--- src/rtl/flip_engine.sv ---
// flip_engine: Othello rules engine that owns the 8x8 board and streams every changed cell to the drawing stage.
// Optional macro COUNT_EN enables incremental black/white disk counters (tied to 0 when undefined).
module flip_engine #(
    parameter int FLIP_GAP = 0
) (
    input  logic       clk,
    input  logic       resetn,
    input  logic       place_req,
    input  logic [2:0] place_col,
    input  logic [2:0] place_row,
    input  logic       side,
    output logic       busy,
    output logic       done,
    output logic       move_valid,
    output logic [5:0] flip_count,
    output logic       upd_valid,
    input  logic       upd_ready,
    output logic [2:0] upd_col,
    output logic [2:0] upd_row,
    output logic [1:0] upd_cell,
    input  logic [2:0] rd_col,
    input  logic [2:0] rd_row,
    output logic [1:0] rd_cell,
    output logic [6:0] black_count,
    output logic [6:0] white_count
);
    localparam int GW = $clog2(FLIP_GAP + 2);
    localparam logic [1:0] EMPTY = 2'b00;
    localparam logic [1:0] BLACK = 2'b01;
    localparam logic [1:0] WHITE = 2'b10;

    typedef enum logic [2:0] {IDLE, CHECK, SCAN, FLIP, NEXT, PLACE, DONE} state_t;

    state_t        state;
    logic [1:0]    board [64];
    logic [2:0]    t_col, t_row, cur_col, cur_row, dir, k, left;
    logic          mover;
    logic [5:0]    total;
    logic [GW-1:0] gap_cnt;
    logic [3:0]    dc, dr, nxt_col, nxt_row;
    logic          oob, xfer;
    logic [1:0]    own, opp, nxt_cell, tgt_cell;

    // Board index is row*8 + col.
    function automatic logic [1:0] reset_cell(input int idx);
        case (idx)
            27, 36:  return WHITE;
            28, 35:  return BLACK;
            default: return EMPTY;
        endcase
    endfunction

    always_comb begin
        // NOTE: every output of this block gets a default first, so no path can infer a latch.
        dc = 4'h0;
        dr = 4'h0;
        case (dir)
            3'd0: dr = 4'hF;
            3'd1: begin dc = 4'h1; dr = 4'hF; end
            3'd2: dc = 4'h1;
            3'd3: begin dc = 4'h1; dr = 4'h1; end
            3'd4: dr = 4'h1;
            3'd5: begin dc = 4'hF; dr = 4'h1; end
            3'd6: dc = 4'hF;
            default: begin dc = 4'hF; dr = 4'hF; end
        endcase
        nxt_col = {1'b0, cur_col} + dc;
        nxt_row = {1'b0, cur_row} + dr;
    end

    // Stepping off either edge lands on 8 or 15, both of which set bit 3.
    assign oob      = nxt_col[3] | nxt_row[3];
    assign nxt_cell = board[{nxt_row[2:0], nxt_col[2:0]}];
    assign tgt_cell = board[{t_row, t_col}];
    assign own      = mover ? WHITE : BLACK;
    assign opp      = mover ? BLACK : WHITE;
    assign xfer     = upd_valid && upd_ready;
    assign rd_cell  = board[{rd_row, rd_col}];

    always_ff @(posedge clk or posedge resetn) begin
        if (resetn) begin
            state      <= IDLE;
            busy       <= 1'b0;
            done       <= 1'b0;
            move_valid <= 1'b0;
            flip_count <= '0;
            upd_valid  <= 1'b0;
            upd_col    <= '0;
            upd_row    <= '0;
            upd_cell   <= '0;
            t_col      <= '0;
            t_row      <= '0;
            cur_col    <= '0;
            cur_row    <= '0;
            dir        <= '0;
            k          <= '0;
            left       <= '0;
            mover      <= 1'b0;
            total      <= '0;
            gap_cnt    <= '0;
            // NOTE: the board is a register file with a defined opening position, so it is reset like any other state.
            for (int i = 0; i < 64; i++) board[i] <= reset_cell(i);
        end else begin
            // NOTE: non-blocking throughout; later assignments in the case below override these defaults.
            done <= 1'b0;
            if (gap_cnt != '0) gap_cnt <= gap_cnt - GW'(1);
            if (xfer) board[{upd_row, upd_col}] <= upd_cell;

            case (state)
                IDLE: if (place_req) begin
                    t_col <= place_col;
                    t_row <= place_row;
                    mover <= side;
                    busy  <= 1'b1;
                    state <= CHECK;
                end
                CHECK: if (tgt_cell != EMPTY) begin
                    move_valid <= 1'b0;
                    flip_count <= '0;
                    busy       <= 1'b0;
                    done       <= 1'b1;
                    state      <= DONE;
                end else begin
                    dir     <= '0;
                    total   <= '0;
                    k       <= '0;
                    cur_col <= t_col;
                    cur_row <= t_row;
                    state   <= SCAN;
                end
                SCAN: begin
                    if (oob || nxt_cell == EMPTY) begin
                        state <= NEXT;
                    end else if (nxt_cell == opp) begin
                        k       <= k + 3'd1;
                        cur_col <= nxt_col[2:0];
                        cur_row <= nxt_row[2:0];
                    end else if (k != 3'd0) begin
                        left    <= k;
                        cur_col <= t_col;
                        cur_row <= t_row;
                        state   <= FLIP;
                    end else begin
                        state <= NEXT;
                    end
                end
                FLIP: begin
                    if (upd_valid) begin
                        if (upd_ready) begin
                            total <= total + 6'd1;
                            left  <= left - 3'd1;
                            if (left == 3'd1) begin
                                upd_valid <= 1'b0;
                                gap_cnt   <= GW'(FLIP_GAP);
                                state     <= NEXT;
                            end else if (FLIP_GAP == 0) begin
                                // Back-to-back offer: cur already points at the cell just accepted.
                                upd_col <= nxt_col[2:0];
                                upd_row <= nxt_row[2:0];
                                cur_col <= nxt_col[2:0];
                                cur_row <= nxt_row[2:0];
                            end else begin
                                upd_valid <= 1'b0;
                                gap_cnt   <= GW'(FLIP_GAP);
                            end
                        end
                    end else if (gap_cnt <= GW'(1)) begin
                        upd_col   <= nxt_col[2:0];
                        upd_row   <= nxt_row[2:0];
                        upd_cell  <= own;
                        upd_valid <= 1'b1;
                        cur_col   <= nxt_col[2:0];
                        cur_row   <= nxt_row[2:0];
                    end
                end
                NEXT: begin
                    if (dir == 3'd7) begin
                        if (total != '0) begin
                            state <= PLACE;
                        end else begin
                            move_valid <= 1'b0;
                            flip_count <= '0;
                            busy       <= 1'b0;
                            done       <= 1'b1;
                            state      <= DONE;
                        end
                    end else begin
                        dir     <= dir + 3'd1;
                        k       <= '0;
                        cur_col <= t_col;
                        cur_row <= t_row;
                        state   <= SCAN;
                    end
                end
                PLACE: begin
                    if (upd_valid) begin
                        if (upd_ready) begin
                            upd_valid  <= 1'b0;
                            gap_cnt    <= GW'(FLIP_GAP);
                            move_valid <= 1'b1;
                            flip_count <= total;
                            busy       <= 1'b0;
                            done       <= 1'b1;
                            state      <= DONE;
                        end
                    end else if (gap_cnt <= GW'(1)) begin
                        upd_col   <= t_col;
                        upd_row   <= t_row;
                        upd_cell  <= own;
                        upd_valid <= 1'b1;
                    end
                end
                DONE:    state <= IDLE;
                default: state <= IDLE;
            endcase
        end
    end

`ifdef COUNT_EN
    logic [6:0] b_cnt, w_cnt;

    // Every accepted update in FLIP converts one opponent disk; the PLACE update only adds one.
    always_ff @(posedge clk or posedge resetn) begin
        if (resetn) begin
            b_cnt <= 7'd2;
            w_cnt <= 7'd2;
        end else if (xfer) begin
            if (mover) begin
                w_cnt <= w_cnt + 7'd1;
                if (state == FLIP) b_cnt <= b_cnt - 7'd1;
            end else begin
                b_cnt <= b_cnt + 7'd1;
                if (state == FLIP) w_cnt <= w_cnt - 7'd1;
            end
        end
    end

    assign black_count = b_cnt;
    assign white_count = w_cnt;
`else
    assign black_count = '0;
    assign white_count = '0;
`endif

endmodule

--- config.mk ---
export PLATFORM = sky130hd
export DESIGN_NAME = flip_engine
export DESIGN_NICKNAME = d
export VERILOG_FILES = /design/src/rtl/flip_engine.sv
export SDC_FILE = /design/constraint.sdc
export NUM_CORES = 1
export LEC_CHECK = 0
export CORE_MARGIN = 2
export CORE_UTILIZATION = 60
export CTS_CLUSTER_SIZE = 10
export DETAILED_ROUTE_END_ITERATION = 10
export GPL_ROUTABILITY_DRIVEN = 1
export HOLD_SLACK_MARGIN = 0.15
export PLACE_DENSITY = 0.84
export RECOVER_POWER = 25
export SETUP_SLACK_MARGIN = 0.2
export SLEW_MARGIN = 40
export SYNTH_ARGS = -nofsm -noshare
export SYNTH_HDL_FRONTEND = slang
export SYNTH_SLANG_ARGS = --single-unit
--- constraint.sdc ---
create_clock -name clk -period 11.55 [get_ports clk]
set_clock_uncertainty 0.15 [all_clocks]
set_input_delay 1.155 -clock clk [delete_from_list [all_inputs] [get_ports clk]]
set_output_delay 1.155 -clock clk [all_outputs]
set_load 0.01 [all_outputs]
==> impl_metrics.env, run 1 <==
export IMPL_place_ws_ps=6351
export IMPL_grt_pass1_vias=8531
export IMPL_crit_chain="clkdlybuf4s50_1, buf_4, mux4_2, mux4_2, mux4_2, clkdlybuf4s50_1"
export IMPL_cts_root_buf="clkbuf_16"
export IMPL_timing_final_crit_share=0.4541
export IMPL_total_leakage_power_nw=5.274
export IMPL_synthCells=989
export IMPL_synth_cell_types=78
export IMPL_avgSynthCellArea_um2=11.33
export IMPL_async_reset_ff_frac=1.000
export IMPL_synth_edf_count=0
export IMPL_antenna_found_initial=0
export IMPL_mostFrequentLayoutCell="dfrtp_1"
export IMPL_drive_gt1_frac=0.2565
export IMPL_routabilityCongestion=1.003
export IMPL_post_cts_buffers=0
export IMPL_hold_start="move_valid"
export IMPL_violations="max-capacitance violations, max-slew violations"
export IMPL_hpwl_um=20860
export IMPL_synth_ff_type="dfrtp_1"
export IMPL_path_max_fanout=32
export IMPL_synth_top_cell_by_area="dfrtp_1"
export IMPL_core_area_um2=18150
export IMPL_synth_top_area_frac=0.3865
export IMPL_critPathLaunchType="input port"
export IMPL_worstMarginPinSlew_ps=4308
export IMPL_clk_pin_slew_ps=70
export IMPL_slew_violations=97
export IMPL_worstReg2RegStart="dir[0]"
export IMPL_crit_top_cell="mux4_2"
export IMPL_vias=8777
export IMPL_p_per_area_nw_per_um2=296.8
export IMPL_rows=49
export IMPL_period_needed_ps=5245
export IMPL_io_buffers=36
export IMPL_fillers=1305
export IMPL_synth_area_um2=11200
export IMPL_final_cells=1228
export IMPL_area_delta_synth_final_pct=8.221
export IMPL_initial_core_util=0.6173
export IMPL_drtPass1Iterations=5
export IMPL_setup_ws_ps=6305
export IMPL_die_x_um=140.6
export IMPL_critPathMaxStageDelay_ps=520
export IMPL_grt_setup_unrepaired="no"
export IMPL_ff_latch_area_um2=4436
export IMPL_critPathLaunch="rd_col[1]"
export IMPL_slew_headroom=-1.888
export IMPL_reg2reg_depth=15
export IMPL_synth_seq_area_share=0.3958
export IMPL_track_usage=0.3242
export IMPL_cts_buffer_depth=2
export IMPL_cts_tree="done"
export IMPL_path_class="in -> out"
export IMPL_cts_sink_count=177
export IMPL_multi_input_area_um2=6331
export IMPL_end_kind="output pin"
export IMPL_routedWlPerCell_um=25.03
export IMPL_dpl_cell_count=1197
export IMPL_ctsHoldBuffers=0
export IMPL_post_route_drc_count=0
export IMPL_status="finished with violations"
export IMPL_drtIter0Drc=971
export IMPL_die_y_um=140.6
export IMPL_cap_violations=1
export IMPL_ios=51
export IMPL_slowest_stage="mux4_2"
export IMPL_post_cts_resized=0
export IMPL_yosysWarnings=0
export IMPL_fmax_ghz=0.1906
export IMPL_grt_pass1_wl_um=48950
export IMPL_hold_depth=1
export IMPL_wl_um=30740
export IMPL_numCtsBuffers=17
export IMPL_worstHoldPathType="reg -> reg"
export IMPL_layout_common_cells="dfrtp_1 (172), mux2_2 (140), nor2_1 (117)"
export IMPL_hold_violations=0
export IMPL_htree_num_levels=4
export IMPL_yosys_register_bits=177
export IMPL_antenna_left=0
export IMPL_grt_overflow=0
export IMPL_dieArea_um2=19780
export IMPL_synthTopCellsByArea="dfrtp_1 (39%), mux2_2 (14%), mux4_2 (11%)"
export IMPL_ir_worst_vdd_v=0.0002006
export IMPL_required_ps=10250
export IMPL_tns_ps=0
export IMPL_critPathArrivalTime_ps=3940
export IMPL_setup_viol=0
export IMPL_grt_max_degree=97
export IMPL_fin_nets=1025
export IMPL_avgViaCountPerCell=7.147
export IMPL_clk_latency_ps=450
synthesized netlist by cell type (8+ instances only):
library cell  instances
a21oi_1              20
a31oi_1               8
buf_2                 8
buf_4                15
clkbuf_1             45
dfrtp_1             173
ha_1                 20
inv_1                23
mux2_2              140
mux2i_1               8
mux4_1               19
mux4_2               56
nand2_1              69
nand3_1              11
nand4_1               8
nor2_1              117
nor3_1               51
nor4_1               11
o21ai_0              26
o22ai_1               9
or3_1                10
layout make-up:
class / count / area share
inverter: 24 / 0.007534
timing repair buffer: 45 / 0.03540
sequential: 177 / 0.3659
clock inverter: 8 / 0.006812
antenna: 1 / 0.0002064
tap: 229 / 0.02364
multi-input combinational: 722 / 0.5222
clock buffer: 22 / 0.03829
kinds of logic (layout without fill, tap and decap cells):
group	after synthesis	after routing	synth area share
compound gates	125	125	0.07718
mux	228	228	0.3101
xor+xnor	7	7	0.005473
other cells	1	15	0.0003348
flops	177	177	0.3958
simple gates	327	327	0.1405
fa+ha+maj	21	21	0.02413
buf+inv	103	99	0.04646
flip-flops by register name (all words and copies together), names as in the netlist:
| register | flops |
|---|---|
| upd_cell | 2 |
| board | 128 |
| t_col | 3 |
| upd_row | 3 |
| upd_col | 3 |
| left | 3 |
| done | 1 |
| mover | 1 |
| state | 3 |
| cur_col | 3 |
| t_row | 3 |
| dir | 3 |
| k | 3 |
| total | 6 |
| move_valid | 1 |
| upd_valid | 1 |
| cur_row | 3 |
| flip_count | 6 |
| busy | 1 |
metrics by stage:
| stage | power (mW) | hold WS (ps) | util | area [µm²] |
|---|---|---|---|---|
| global placement | 2.909 | 312.1 | 0.6359 | 11540 |
| global route | 3.799 | 357.8 | 0.6679 | 12120 |
| CTS | 3.543 | 341.0 | 0.6671 | 12110 |
| finish | 3.598 | 335.5 | 0.6680 | 12120 |
| detailed placement | 2.978 | 324.1 | 0.6369 | 11560 |
| floorplan | 2.523 | 306.0 | - | 11250 |
critical path, delay by kind of cell:
family,cells,cell delay (ps)
muxes,3,1420
buffers and inverters,3,1350
path summary, 6_finish.rpt:
| path | end | slack (ps) |
|---|---|---|
| worst min register to register | move_valid | 340 |
| worst min-delay path | move_valid | 340 |
| worst max-delay path | rd_cell[0] | 6300 |
| worst max register to register | cur_row[0] | 6400 |
| min in group asynchronous | board[121] | 2320 |
| max in group asynchronous | t_col[0] | 6790 |
where the power goes:
part | total (mW) | internal, mW | switching [mW]
logic | 1.99 | 0.857 | 1.13
registers | 1.06 | 0.786 | 0.272
clock network | 0.553 | 0.306 | 0.247
layer usage:
| layer | part of all wire | routed length (µm) | global-route usage |
|---|---|---|---|
| met2 | 0.46 | 14050 | 0.4893 |
| met5 | 0 | 0 | 0 |
| met3 | 0.12 | 3686 | 0.09545 |
| met4 | 0.048 | 1483 | 0.1579 |
| met1 | 0.37 | 11520 | 0.4348 |
(Power assumes the default switching activity.)
==> run 2, diff against run 1 <==
==> constraint.sdc (replaced) <==
create_clock -name clk -period 5.1 [get_ports clk]
set_clock_uncertainty 0.15 [all_clocks]
set_input_delay 0.51 -clock clk [delete_from_list [all_inputs] [get_ports clk]]
set_output_delay 0.51 -clock clk [all_outputs]
set_load 0.01 [all_outputs]
==> impl_metrics.env, run 2 (synthesized netlist as in run 1, its figures left out) <==
export IMPL_status="finished with violations"
export IMPL_violations="max-capacitance violations, max-slew violations"
export IMPL_slew_violations=111
export IMPL_grt_pass1_vias=8826
export IMPL_multi_input_area_um2=6342
export IMPL_grt_max_degree=70
export IMPL_grt_setup_unrepaired="no"
export IMPL_antenna_cells=0
export IMPL_post_route_drc_count=0
export IMPL_place_ws_ps=59.75
export IMPL_slew_headroom=-0.5864
export IMPL_setup_viol=0
export IMPL_drive_gt1_frac=0.2686
export IMPL_place_area_um2=11690
export IMPL_fillers=1287
export IMPL_fin_hold_ws_ps=331.7
export IMPL_cts_sink_count=177
export IMPL_r2r_slack_ps=480
export IMPL_fmax_ghz=0.2164
export IMPL_mostFrequentLayoutCell="dfrtp_1"
export IMPL_numCtsBuffers=17
export IMPL_initial_core_util=0.6173
export IMPL_drtIter0Drc=1162
export IMPL_hpwl_um=21180
export IMPL_ios=51
export IMPL_grt_overflow=0
export IMPL_vias=8868
export IMPL_tns_ps=0
export IMPL_layout_common_cells="dfrtp_1 (173), mux2_2 (140), nor2_1 (117)"
export IMPL_htree_num_levels=4
export IMPL_antenna_left=0
export IMPL_cap_violations=2
export IMPL_rows=49
export IMPL_largest_register="board"
export IMPL_postLayoutCellArea_um2=12230
export IMPL_largest_reg_flops=128
export IMPL_pwr_share_clk=0.149
export IMPL_top_regs="board: 128 flops, flip_count: 6 flops, total: 6 flops"
export IMPL_timing_final_crit_share=0.9060
export IMPL_avgViaCountPerCell=7.163
export IMPL_core_area_um2=18150
export IMPL_drtPass1Iterations=5
export IMPL_io_buffers=36
export IMPL_end_kind="register"
export IMPL_routabilityCongestion=0.9513
export IMPL_wl_um=31580
export IMPL_p_per_area_nw_per_um2=687.7
export IMPL_path_max_fanout=15
export IMPL_worstMarginPinSlew_ps=2380
export IMPL_p_sw_frac=0.4592
export IMPL_cts_tree="done"
export IMPL_p_sw_mw=3.863
export IMPL_antenna_found_initial=0
export IMPL_critPathArrivalTime_ps=4790
export IMPL_total_power_mw=8.412
export IMPL_period_needed_ps=4621
export IMPL_track_usage=0.3306
export IMPL_die_y_um=140.6
export IMPL_die_x_um=140.6
export IMPL_post_cts_buffers=0
export IMPL_ff_latch_area_um2=4434
export IMPL_path_class="reg -> reg"
export IMPL_required_ps=5270
export IMPL_clk_pin_slew_ps=60
export IMPL_cts_root_buf="clkbuf_16"
export IMPL_hold_violations=0
export IMPL_critPathLaunchType="register"
export IMPL_p_int_mw=4.549
export IMPL_total_leakage_power_nw=5.325
export IMPL_area_delta_synth_final_pct=9.204
export IMPL_power_frac_comb=0.564
export IMPL_grt_pass1_wl_um=50140
export IMPL_setup_ws_ps=479.4
export IMPL_worstHoldPathType="reg -> reg"
export IMPL_ir_worst_vdd_v=0.0005576
export IMPL_routedWlPerCell_um=25.51
export IMPL_clk_latency_ps=440
export IMPL_dieArea_um2=19780
export IMPL_cts_buffer_depth=2
export IMPL_p_seq_frac=0.287
export IMPL_fin_nets=1035
-- run 2: changes by cell type in the layout (fill, tap and decap cells not counted), moves of 2 or more --
cell | previous run | this run
clkinvlp_4 | 4 | 6
clkinv_2 | 1 | 3
inv_6 | 1 | 3
buf_4 | 9 | 15
-- run 2: critical path, stage by stage, from the launching register on --
cell and delay, ps:
dfrtp_1 400, inv_1 120, ha_1 220, o21bai_1 260, nand2_1 190, xnor2_1 200
ha_4 430, buf_4 180, mux4_1 530, mux2i_1 190, nand4_1 140, o41ai_2 120
nor4_4 120, mux2i_2 350, o21a_2 280, mux2_1 340, mux2_2 270
-- run 2: path summary, 6_finish.rpt --
| kind | startpoint | endpoint | cells past startpoint |
|---|---|---|---|
| hold / removal | move_valid | move_valid | 1 |
| min in group asynchronous | resetn | board[104] | 3 |
| setup / recovery | dir[1] | cur_row[1] | 16 |
| setup reg to reg | dir[1] | cur_row[1] | 16 |
| max in group asynchronous | resetn | board[57] | 4 |
| hold reg to reg | move_valid | move_valid | 1 |
-- run 2: final cells by class --
class                      count  area share
multi-input combinational    722      0.5185
sequential                   177      0.3625
timing repair buffer          55     0.04286
clock buffer                  19     0.03621
tap                          229     0.02342
clock inverter                12    0.008898
inverter                      24    0.007671
-- run 2: routing by layer --
layer  GRT usage  vias to the layer above  part of all wire
met3     0.09749                      152              0.12
met5           0                        -                 0
met4      0.1621                        0             0.054
li1            -                     3698                 -
met2      0.5055                      672              0.46
met1      0.4366                     4346              0.37
-- run 2: power groups by stage --
stage               Sequential [mW]  Combinational, mW  Clock, mW
global placement               2.35               4.35          0
finish                         2.42               4.74       1.26
floorplan                      2.07               3.64          0
global route                   2.45               5.07       1.32
CTS                            2.37               4.54       1.26
detailed placement             2.38               4.49          0
-- run 2: repair_timing --
action                                  CTS  global route
hold buffers                              0             0
resized for setup                         1             5
endpoints found under the setup margin    5             6
-- run 2: metrics by stage --
stage,std cells,utilization
3_5_place_dp,1207,0.6440
5_1_grt,1238,0.6741
3_3_place_gp,1205,0.6405
6_report,1238,0.6741
4_1_cts,1238,0.6746
2_1_floorplan,1002,-
==> run 3, diff against run 2 <==
--- a/config.mk
+++ b/config.mk
@@ -5,6 +5,7 @@
 export SDC_FILE = /design/constraint.sdc
 export NUM_CORES = 1
 export LEC_CHECK = 0
+export CAP_MARGIN = 20
 export CORE_MARGIN = 2
 export CORE_UTILIZATION = 60
 export CTS_CLUSTER_SIZE = 10
==> results of run 3 <==
Same layout as run 2: the final DEF is identical, and so are final timing and power.
==> edit (flow settings as in run 2) <==
The option `COUNT_EN` is turned on by a define.
--- a/src/rtl/flip_engine.sv
+++ b/src/rtl/flip_engine.sv
@@ -1,5 +1,7 @@
 // flip_engine: Othello rules engine that owns the 8x8 board and streams every changed cell to the drawing stage.
 // Optional macro COUNT_EN enables incremental black/white disk counters (tied to 0 when undefined).
+`define COUNT_EN
+
 module flip_engine #(
     parameter int FLIP_GAP = 0
 ) (
Function: changed (Yosys sat finds a counterexample within 4 cycles, from zero or initial values and one cycle with resetn high).
==> edit against run 2 <==
The run still ends with max-capacitance violations, max-slew violations left; global-route usage shrank 0.19 points; via count grew 10%; area after synthesis grew 7.8%; worst setup slack lost 0.16 ns; first-iteration DRC count shrank 8.2%; routed wire length grew 9.7%; cell area grew 12%; sequential cell count grew 14; critical path type unchanged; largest cell class unchanged; highest routed layer unchanged.
Power is not shown: default switching activity piles up to over one toggle a cycle in this logic, so the estimate is an artifact.
==> edit: results (changes against run 2) <==
Yosys
  – Synth cell count leaders: dfrtp_1, nor2_1, mux2_2
  – Synth unique cells: 81 (+3.8%)
  – Post-synth top area share: 38.3% (-0.30 points)
  – Main area contributors after synthesis: dfrtp_1, mux4_2, mux2_2
  – Register area share after synthesis: 39.7% (+0.067 points)

Global route
  – Total GRT Usage: 32.9% (-0.19 points)
  – First-pass GRT wire length: 54200 µm (+8.2%)
  – Vias in the first global route: 9563 (+8.4%)
  – Initial antenna violation count: 1 (+1)
  – Largest net degree at the start of global routing: 103 (+47%)

Place
  – Placer congestion estimate: 0.969 (+1.8%)
  – Hpwl dp: 23800 µm (+12%)
  – Input/output buffers: 50 (+39%)

Run status
  – Status: finished with violations
  – Failing checks: max-capacitance violations, max-slew violations

Detailed routing
  – Initial DRC count: 1067 (-8.2%)
  – Via density: 6.91 (-3.5%)
  – Final WL: 34600 µm (+9.7%)

STA
  – Max-slew violation count: 103 (-7.2%)
  – Slew at the pin with the worst max-slew slack: 2.49 ns (+0.115 ns)

Min path
  – Worst Hold End: white_count[6]
  – Worst Hold Launch: white_count[6]

CTS
  – Clk_lat worst skew: between 0.4 and 0.5 ns
  – H-tree depth: 4 (unchanged)
  – Maximum clock path buffer count: 2 (unchanged)

Critical path
  – Worst R2R Path Depth: 19 (+3)
  – R2R Setup Slk: 0.31 ns (-0.16 ns)
  – Reg2Reg Capture Point: cur_col[0]
  – Worst-path maximum fanout: 8 (-7)

Cells and area
  – Fillers: 1425 (+11%)
  – Nets: 1185 (+14%)
  – Share of cells above drive strength 1: 28.8% (+2.0 points)

Run
  – Max_cap viols: 1 (-1)
[edit: through the flow]
stage | std cells | hold WS, ns | util [%] | setup WS [ns] | area, µm²
2_1_floorplan | 1099 | 0.323 | - | 0.213 | 12100
3_3_place_gp | 1379 | 0.308 | 65.9 | 0.115 | 12900
3_5_place_dp | 1379 | 0.315 | 65.9 | -0.120 | 12900
4_1_cts | 1412 | 0.324 | 69.2 | 0.200 | 13600
5_1_grt | 1416 | 0.342 | 69.9 | 0.194 | 13700
6_report | 1416 | 0.327 | 69.9 | 0.315 | 13700
[edit: final cells by class]
| type | count | area (µm²) | share of cell area (%) |
|---|---|---|---|
| multi-input combinational | 811 | 7040 | 51.4 |
| inverter | 31 | 118 | 0.859 |
| clock buffer | 18 | 439 | 3.21 |
| clock inverter | 14 | 170 | 1.24 |
| sequential | 191 | 4790 | 35.0 |
| timing repair buffer | 86 | 806 | 5.88 |
| tap | 265 | 332 | 2.42 |
[edit: logic make-up after synthesis]
group	Yosys count	synth area share [%]
AND/OR/NAND/NOR	335	12.9
multiplexers	233	28.6
AO/OA/AOI/OAI	193	10.8
flip-flops	191	39.7
buffers and inverters	97	3.31
adder cells (fa/ha/maj)	30	3.30
XOR/XNOR	20	1.45
[edit: timing repair]
item / in CTS / in global routing
setup buffers: 1 / 2
endpoints found under the setup margin: 13 / 14
hold buffers: 0 / 0
pin swaps: 3 / 5
cloned: 0 / 1
resized for setup: 7 / 20
[edit: worst max-delay path: stages, from the launching register on]
cell	delay (ns)
dfrtp_1	0.41
ha_2	0.20
ha_2	0.21
or2_4	0.26
or2_4	0.25
xnor2_2	0.14
ha_2	0.37
buf_4	0.20
inv_2	0.12
nor2_1	0.20
a41oi_1	0.17
o21ai_0	0.11
nor4_1	0.08
or4_4	0.53
o22a_4	0.23
a211oi_4	0.38
o31ai_4	0.10
buf_4	0.19
mux2i_1	0.11
mux2_2	0.28
[edit: worst max-delay path by stage]
stage          cells past startpoint          to  startpoint  slack (ns)
6_report                          19  cur_col[0]      dir[1]        0.31
5_1_grt                           20  cur_col[0]      dir[1]        0.19
4_1_cts                           18  cur_row[2]      dir[1]        0.20
3_5_place_dp                      17        k[2]      dir[0]       -0.12
3_3_place_gp                      17        k[2]      dir[0]        0.12
2_1_floorplan                     19  cur_row[2]      dir[0]        0.21
[edit: per-layer routing]
layer | vias up | track usage [%] | share of wire, %
li1 | 4160 | - | -
met1 | 4840 | 43.9 | 38
met2 | 663 | 51.6 | 47
met3 | 123 | 7.05 | 11
met4 | 0 | 15.8 | 4.8
met5 | - | 0 | 0
